**config.mk**
```make
export PLATFORM = sky130hd
export DESIGN_NAME = gene_unpacker
export DESIGN_NICKNAME = d
export VERILOG_FILES = /design/src/rtl/gene_pkg.sv /design/src/rtl/gene_lane_decode.sv /design/src/rtl/gene_unpacker.sv
export SDC_FILE = /design/constraint.sdc
export NUM_CORES = 1
export LEC_CHECK = 0
export ABC_CLOCK_PERIOD_IN_PS = 4400
export BUFFER_PORTS_ARGS = -buffer_cell sky130_fd_sc_hd__buf_2
export CAP_MARGIN = 30
export CORE_MARGIN = 2
export CORE_UTILIZATION = 56
export DETAILED_ROUTE_END_ITERATION = 7
export PLACE_DENSITY = 0.9
export SLEW_MARGIN = 10
export SYNTH_ARGS = -nofsm -noshare
export SYNTH_HDL_FRONTEND = slang
export SYNTH_SLANG_ARGS = --single-unit
```
**constraint.sdc**
```tcl
create_clock -name clk -period 4.4 [get_ports clk]
set_input_delay 0.22 -clock clk [delete_from_list [all_inputs] [get_ports clk]]
set_output_delay 0.22 -clock clk [all_outputs]
set_load 0.1 [all_outputs]
```
**src/rtl/gene_pkg.sv**
```systemverilog
// Shared definitions for the gene unpacker: 2-bit base codes, their ASCII
// characters, the code-to-character lookup and the FSM state type.
package gene_pkg;

  localparam logic [1:0] BASE_A = 2'd0;
  localparam logic [1:0] BASE_C = 2'd1;
  localparam logic [1:0] BASE_T = 2'd2;
  localparam logic [1:0] BASE_G = 2'd3;

  localparam logic [7:0] ASCII_A = 8'h41;
  localparam logic [7:0] ASCII_C = 8'h43;
  localparam logic [7:0] ASCII_T = 8'h54;
  localparam logic [7:0] ASCII_G = 8'h47;

  typedef enum logic {
    IDLE  = 1'b0,
    DRAIN = 1'b1
  } state_t;

  function automatic logic [7:0] base2ascii(input logic [1:0] base);
    logic [7:0] ch;
    case (base)
      BASE_A:  ch = ASCII_A;
      BASE_C:  ch = ASCII_C;
      BASE_T:  ch = ASCII_T;
      default: ch = ASCII_G;
    endcase
    return ch;
  endfunction

endpackage

```
**src/rtl/gene_lane_decode.sv**
```systemverilog
// One output lane: 2-bit base code to ASCII, forced to 0x00 when the lane
// carries no valid base.
module gene_lane_decode
  import gene_pkg::*;
(
  input  logic [1:0] base,
  input  logic       keep,
  output logic [7:0] ascii
);

  assign ascii = keep ? base2ascii(base) : 8'h00;

endmodule

```
**src/rtl/gene_unpacker.sv**
```systemverilog
// Streaming 2-bit-packed nucleotide to ASCII unpacker. A word is held in a
// shift register and drained OUT_LANES bases per beat; the final beat of a
// word overlaps with accepting the next one so back-to-back words have no
// bubble. Optional per-base counters are enabled by defining
// GENE_UNPACK_BASE_COUNT_EN.
module gene_unpacker
  import gene_pkg::*;
#(
  parameter int IN_W      = 32,
  parameter int OUT_LANES = 1,
  parameter int CNT_W     = $clog2(IN_W/2) + 1
) (
  input  logic                   clk,
  input  logic                   rst_n,
  input  logic                   in_valid,
  output logic                   in_ready,
  input  logic [IN_W-1:0]        in_data,
  input  logic [CNT_W-1:0]       in_count,
  input  logic                   in_last,
  output logic                   out_valid,
  input  logic                   out_ready,
  output logic [8*OUT_LANES-1:0] out_data,
  output logic [OUT_LANES-1:0]   out_keep,
  output logic                   out_last
`ifdef GENE_UNPACK_BASE_COUNT_EN
  ,
  input  logic                   cnt_clr,
  output logic [31:0]            cnt_a,
  output logic [31:0]            cnt_c,
  output logic [31:0]            cnt_g,
  output logic [31:0]            cnt_t
`endif
);

  localparam int               NBASES = IN_W / 2;
  localparam logic [CNT_W-1:0] LANES  = CNT_W'(OUT_LANES);
  localparam logic [CNT_W-1:0] FULL   = CNT_W'(NBASES);

  state_t           state, state_nx;
  logic [IN_W-1:0]  sr;
  logic [CNT_W-1:0] rem;
  logic             last_q;
  logic [CNT_W-1:0] cnt_eff;
  logic             final_beat;
  logic             beat;
  logic             load;
  logic             shift;

  // A count of 0 or beyond the word size means a full word.
  assign cnt_eff    = (in_count == '0 || in_count > FULL) ? FULL : in_count;
  assign final_beat = (rem <= LANES);
  assign out_last   = final_beat & last_q;

  // FSM state register.
  always_ff @(posedge clk or negedge rst_n) begin
    if (!rst_n) state <= IDLE;
    else        state <= state_nx;
  end

  // Next state and handshakes; in_ready opens on the final beat so the next
  // word loads in the same cycle the current one finishes.
  always_comb begin
    state_nx  = state;
    out_valid = (state == DRAIN);
    beat      = out_valid & out_ready;
    in_ready  = (state == IDLE) | (beat & final_beat);
    load      = in_valid & in_ready;
    shift     = beat & ~final_beat;
    if (load)                    state_nx = DRAIN;
    else if (beat & final_beat)  state_nx = IDLE;
  end

  // Word holding register: load, shift down one beat, or clear when drained
  // so keep/data read zero while idle.
  always_ff @(posedge clk or negedge rst_n) begin
    if (!rst_n) begin
      sr     <= '0;
      rem    <= '0;
      last_q <= 1'b0;
    end else if (load) begin
      sr     <= in_data;
      rem    <= cnt_eff;
      last_q <= in_last;
    end else if (shift) begin
      sr     <= sr >> (2 * OUT_LANES);
      rem    <= rem - LANES;
    end else if (beat) begin
      sr     <= '0;
      rem    <= '0;
      last_q <= 1'b0;
    end
  end

  for (genvar j = 0; j < OUT_LANES; j++) begin : g_lane
    assign out_keep[j] = (CNT_W'(j) < rem);
    gene_lane_decode u_dec (
      .base  (sr[2*j+1:2*j]),
      .keep  (out_keep[j]),
      .ascii (out_data[8*j+7:8*j])
    );
  end

`ifdef GENE_UNPACK_BASE_COUNT_EN
  logic [31:0] inc_a, inc_c, inc_g, inc_t;

  // Tally kept lanes of the current beat by base.
  always_comb begin
    inc_a = '0;
    inc_c = '0;
    inc_g = '0;
    inc_t = '0;
    for (int j = 0; j < OUT_LANES; j++) begin
      if (out_keep[j]) begin
        case (sr[2*j +: 2])
          BASE_A:  inc_a = inc_a + 32'd1;
          BASE_C:  inc_c = inc_c + 32'd1;
          BASE_T:  inc_t = inc_t + 32'd1;
          default: inc_g = inc_g + 32'd1;
        endcase
      end
    end
  end

  // Free-running wrapping counters; clear wins over a same-cycle beat.
  always_ff @(posedge clk or negedge rst_n) begin
    if (!rst_n) begin
      cnt_a <= '0;
      cnt_c <= '0;
      cnt_g <= '0;
      cnt_t <= '0;
    end else if (cnt_clr) begin
      cnt_a <= '0;
      cnt_c <= '0;
      cnt_g <= '0;
      cnt_t <= '0;
    end else if (beat) begin
      cnt_a <= cnt_a + inc_a;
      cnt_c <= cnt_c + inc_c;
      cnt_g <= cnt_g + inc_g;
      cnt_t <= cnt_t + inc_t;
    end
  end
`endif

endmodule
```
==> impl_metrics.py, run 1 <==
metrics = {
    "clocking": {
        "clkLatencyLatePin_ps": 350,
        "cts_root_buf": "clkbuf_4",
        "ctsLongestPathBuffers": 2,
        "cts_setup_buffers": 0,
        "path_clk_slew_ps": 120,
        "cts_tree": "yes",
        "cts_sinks": 39,
        "hold_buffers": 1,
        "htree_levels": 2,
        "cts_resized": 0,
        "cts_buffers": 5,
    },
    "power": {
        "p_int_uw": 912,
        "clkPwrFrac_pct": 17.6,
        "p_comb_share_pct": 47.2,
        "swShare_pct": 46.1,
        "p_leak_nw": 1.22,
        "power.total_mw": 1.69,
        "powerDensity_nw_per_um2": 723,
        "ir_drop_mv": 0.369,
        "p_seq_share_pct": 35.3,
        "p_switching_uw": 781,
    },
    "placed_design": {
        "dp_hpwl_um": 2760,
        "port_buffers": 50,
        "gp_congestion": 0.743,
        "dp_slack_ps": 2560,
        "dpl_cell_area_um2": 2230,
    },
    "routing": {
        "vias_per_cell": 5.45,
        "wl_per_cell_um": 13.1,
        "drt_pass1_iterations": 4,
        "wirelength_um": 3920,
        "drc": 0,
        "drt_iter0_markers": 82,
        "num_vias": 1631,
        "postRouteAntennaNets": 0,
    },
    "global_routing": {
        "grt_pass1_vias": 1471,
        "gr-total-overflow": 0,
        "grt_max_degree": 40,
        "antenna_found_initial": 0,
        "track_usage_pct": 20.5,
        "grt_pass1_wl_um": 6530,
    },
    "die": {
        "initial_core_util_pct": 59.2,
        "core_um2": 3420,
        "row_count": 21,
        "io_pins": 54,
        "dieArea_um2": 4110,
        "die-width_um": 64.1,
        "die_h_um": 64.1,
    },
    "logic_synthesis": {
        "synth_top_area_share_pct": 48.2,
        "yosys.area.top_type": "dfrtp_1",
        "yosysWarnings": 0,
        "ys_seq_area_share_pct": 48.2,
        "netlist_area_um2": 2020,
        "synthFlopType": "dfrtp_1",
        "async_reset_ff_share_pct": 100,
        "synth_area_leaders": "dfrtp_1, a22oi_1, inv_1",
        "synth.most_common_cell": "dfrtp_1",
        "synth_edf_count": 0,
        "post_synth.cell_area_avg_um2": 9.82,
        "synth_common_cells": "dfrtp_1, inv_1, a22oi_1, o21ai_1",
        "synthCells": 206,
        "synth.ff_latch_count": 39,
        "ys_types": 39,
    },
    "timing": {
        "clock_skew_ps": 8.88,
        "fin_crit_sh_pct": 49.0,
        "fin_ws_ps": 2240,
        "fin_crit_ps": 2160,
        "slew_viol_final": 0,
        "rsz0062_at_grt": "false",
        "fmax_mhz": 464,
        "finalSetupTns_ps": 0,
        "hold_ws_ps": 86.6,
        "setup_violations": 0,
        "worst_pin_slew_ps": 829,
        "slew_headroom_pct": 44.7,
        "finalHoldViolCount": 0,
    },
    "cells_and_area": {
        "num_antenna_cells": 0,
        "n_fill_cell": 265,
        "ff_latch_area_um2": 976,
        "area_growth_pct": 15.8,
        "fin_area_um2": 2340,
        "drive_gt1_share_pct": 26.9,
        "multi_input_area_um2": 782,
        "nets": 297,
    },
    "worst_setup_path": {
        "startpoint_type": "flip-flop",
        "crit_type": "reg -> out",
        "worstPathRequired_ps": 4180,
        "crit_path_max_fanout": 6,
        "timing.critical_path.buf_inv": 2,
        "path_cells": "inv_1 > ha_1 > o21bai_1 > a31o_4 > buf_2",
        "worstPathArrival_ps": 1940,
        "max_stage_delay_ps": 440,
        "critical_path.top_delay_family": "buffers and inverters",
        "cp-end-kind": "primary output",
        "crit_slowest_cell": "dfrtp_1",
    },
    "run": {
        "drv_cap": 0,
    },
    "hold_path": {
        "hold_class": "in -> reg",
    },
    "status": {
        "status": "finished, final reports clean",
    },
}
==> layout by cell type (no fill, tap or decap), drive strengths merged, types with 2 or more instances in the layout <==
| master | Yosys | final |
|---|---|---|
| nor3 | 2 | 2 |
| o21ai | 31 | 31 |
| nand2b | 3 | 3 |
| and3 | 2 | 2 |
| ha | 3 | 3 |
| nor2 | 2 | 2 |
| a21oi | 4 | 4 |
| a22o | 2 | 2 |
| and2 | 5 | 5 |
| a22oi | 30 | 30 |
| clkbuf | 1 | 5 |
| inv | 37 | 37 |
| mux2i | 2 | 2 |
| nand2 | 8 | 8 |
| o221ai | 2 | 2 |
| conb | 1 | 3 |
| nand3 | 4 | 4 |
| bufinv | 0 | 2 |
| buf | 15 | 52 |
| dfrtp | 39 | 39 |
==> routing by layer <==
metal / share of wire (%) / GRT usage [%] / vias to the layer above
met5: 0 / 0 / -
met1: 42 / 26.6 / 776
met3: 5.2 / 5.81 / 4
met4: 1.1 / 5.59 / 0
met2: 51 / 33.9 / 48
li1: - / - / 803
==> power by group through the flow <==
stage	sequential (mW)	clock [mW]	combinational [mW]
after floorplan	0.593	0	0.690
after global placement	0.599	0	0.766
after detailed placement	0.603	0	0.801
after CTS	0.596	0.300	0.806
after global routing	0.618	0.319	0.868
final	0.597	0.297	0.798
==> final timing paths <==
path	start	cells after the start	end	slack (ps)
max in group asynchronous	rst_n	2	sr[5]	3380
worst max register to register	rem[1]	6	rem[4]	2550
min in group asynchronous	rst_n	2	sr[21]	510
worst min-delay path	in_data[16]	3	sr[16]	90
worst max-delay path	rem[1]	5	in_ready	2240
worst min register to register	sr[5]	2	sr[3]	520
==> kinds of logic (layout without fill, tap and decap cells) <==
logic type,count (synthesis),after routing,share of synthesized area [%]
compound gates,75,75,25.2
buf+inv,53,98,13.5
flops,39,39,48.2
simple gates,33,33,10.0
fa+ha+maj,3,3,1.86
mux,2,2,0.990
other cells,1,3,0.185
==> worst min-delay path: cells and delay by family <==
| kind | cells | cell delay (ps) |
|---|---|---|
| AO/OA/AOI/OAI | 1 | 50 |
| buffers and inverters | 2 | 130 |
==> flip-flops by register name, summed over array words and instances (netlist names) <==
register   cells
last_q         1
out_valid      1
rem            5
sr            32
==> cell type report <==
class,instances,area share [%]
flip-flops and latches,39,41.7
multi-input cells,116,33.4
repair buffers,53,12.1
inverters,37,5.93
clock inverters,3,2.88
well taps,46,2.46
clock buffers,5,1.60
==> metrics by stage <==
step	util (%)	instances
after floorplan	-	208
after CTS	68.6	299
after global placement	64.8	289
after detailed placement	65.2	290
final	68.6	299
after global routing	68.6	299
Power figures use the tool's default switching activity.
==> inputs of run 2 (changes only) <==
--- a/config.mk
+++ b/config.mk
@@ -5,13 +5,13 @@
 export SDC_FILE = /design/constraint.sdc
 export NUM_CORES = 1
 export LEC_CHECK = 0
-export ABC_CLOCK_PERIOD_IN_PS = 4400
+export ABC_CLOCK_PERIOD_IN_PS = 2100
 export BUFFER_PORTS_ARGS = -buffer_cell sky130_fd_sc_hd__buf_2
 export CAP_MARGIN = 30
 export CORE_MARGIN = 2
-export CORE_UTILIZATION = 56
+export CORE_UTILIZATION = 52
 export DETAILED_ROUTE_END_ITERATION = 7
-export PLACE_DENSITY = 0.9
+export PLACE_DENSITY = 0.85
 export SLEW_MARGIN = 10
 export SYNTH_ARGS = -nofsm -noshare
 export SYNTH_HDL_FRONTEND = slang
==> constraint.sdc (replaced) <==
create_clock -name clk -period 2.1 [get_ports clk]
set_input_delay 0.105 -clock clk [delete_from_list [all_inputs] [get_ports clk]]
set_output_delay 0.105 -clock clk [all_outputs]
set_load 0.1 [all_outputs]
==> run 2 against run 1 <==
Net effect:
- clock-buffer cell count is 1 higher
- via count is 1.5% lower
- global-route usage is 1.1 points lower
- register-to-register slack got worse by 2300 ps
- die area increased by 7.2%
- sequential cell count did not move
- largest power group unchanged
- largest cell class unchanged
==> impl_metrics.py, run 2 (same netlist as run 1, synthesis figures left out) <==
metrics = {
    "routing": {
        "wirelength_um": 3780,
        "postRouteAntennaNets": 0,
        "drc": 0,
        "drt_pass1_iterations": 5,
        "vias_per_cell": 5.34,
        "num_vias": 1606,
        "wl_per_cell_um": 12.6,
        "drt_iter0_markers": 84,
    },
    "timing": {
        "hold_ws_ps": 35.8,
        "fin_crit_ps": 1940,
        "rsz0062_at_grt": "false",
        "slew_headroom_pct": 44.5,
        "finalSetupTns_ps": 0,
        "fmax_mhz": 514,
        "setup_violations": 0,
        "fin_ws_ps": 155,
        "clock_skew_ps": 6.29,
        "fin_crit_sh_pct": 92.6,
        "worst_pin_slew_ps": 833,
        "slew_viol_final": 0,
        "finalHoldViolCount": 0,
    },
    "worst_setup_path": {
        "cp-startpoint": "rem[1]",
        "startpoint_type": "flip-flop",
        "crit_path_max_fanout": 6,
        "crit_type": "reg -> out",
        "cp-end-kind": "primary output",
        "worstPathRequired_ps": 2000,
        "r2r-start": "rem[1]",
        "worstPathArrival_ps": 1840,
    },
    "global_routing": {
        "met3_usage_pct": 4.77,
        "grt_pass1_vias": 1504,
        "grt_pass1_wl_um": 6490,
        "track_usage_pct": 19.4,
        "antenna_found_initial": 0,
        "grt_use_met2_pct": 33.1,
        "gr-total-overflow": 0,
        "busiest_layer": "met2",
        "grt_max_degree": 40,
        "use_met1_pct": 23.7,
    },
    "die": {
        "die-width_um": 66.4,
        "io_pins": 54,
        "dieArea_um2": 4410,
        "initial_core_util_pct": 54.9,
        "core_um2": 3690,
        "die_h_um": 66.4,
        "row_count": 22,
    },
    "placed_design": {
        "dp_hpwl_um": 2660,
        "gp_congestion": 0.782,
        "dp.cells": 293,
        "dp_slack_ps": 301,
        "port_buffers": 50,
        "dpl_cell_area_um2": 2230,
    },
    "cells_and_area": {
        "fin_area_um2": 2330,
        "num_antenna_cells": 0,
        "final_common_cell": "buf_2",
        "largest_reg_flops": 32,
        "nets": 298,
        "final_cell_mix": "buf_2, dfrtp_1, inv_1, a22oi_1, o21ai_1",
        "largest-register": "sr",
        "n_fill_cell": 331,
        "top_regs": "sr (32), rem (5)",
        "fin_cells": 301,
        "drive_gt1_share_pct": 28.1,
        "post-route-util_pct": 63.2,
        "area_growth_pct": 15.3,
    },
    "power": {
        "powerDensity_nw_per_um2": 1470,
        "ir_drop_mv": 0.751,
        "p_leak_nw": 1.22,
        "power.total_mw": 3.43,
    },
    "hold_path": {
        "hold_class": "in -> reg",
        "hold_start": "in_data[31]",
    },
    "clocking": {
        "cts_root_buf": "clkbuf_8",
        "ctsLongestPathBuffers": 2,
        "cts_sinks": 39,
        "cts_buffers": 5,
        "cts_tree": "yes",
        "path_clk_slew_ps": 70,
        "clkLatencyLatePin_ps": 290,
        "htree_levels": 2,
        "cts_resized": 0,
    },
    "status": {
        "status": "finished, final reports clean",
    },
    "run": {
        "drv_cap": 0,
    },
}
## run 2: worst paths after layout
path / slack [ps] / to / depth (start not counted)
max in group asynchronous: 1120 / sr[12] / 2
min in group asynchronous: 460 / sr[31] / 2
worst max register to register: 280 / rem[0] / 6
worst max-delay path: 160 / in_ready / 5
worst min register to register: 510 / sr[22] / 2
worst min-delay path: 40 / sr[31] / 2
## run 2: repair_timing
item | in CTS | in global routing
buffers inserted | 0 | 0
endpoints found under the hold margin | 39 | 0
hold buffers | 1 | 0
## run 2: layer usage
layer  vias to the layer above  routed length (um)
li1                        804                   -
met1                       739                1630
met2                        56                1850
met3                         7                 227
met4                         0                  70
met5                         -                   0
## run 2: power breakdown
part           total (mW)  internal, mW  leakage [nW]  switching [mW]
combinational        1.67         0.507         0.666            1.16
clock               0.501         0.257        0.0470           0.244
sequential           1.26          1.05         0.504           0.214
## run 2: final cells by class
| cell class | count | area [um^2] | share of cell area [%] |
|---|---|---|---|
| Sequential cell | 39 | 976 | 41.8 |
| Multi-Input combinational cell | 116 | 787 | 33.7 |
| Timing Repair Buffer | 54 | 283 | 12.1 |
| Inverter | 37 | 139 | 5.95 |
| Clock buffer | 6 | 82.6 | 3.54 |
| Tap cell | 48 | 60.1 | 2.58 |
| Clock inverter | 1 | 5.00 | 0.215 |
## run 2: critical path, stage by stage, from the launching register on
cell and delay [ps]:
dfrtp_1 420, inv_1 90, ha_1 130, o21bai_1 210, a31o_4 260, buf_2 430
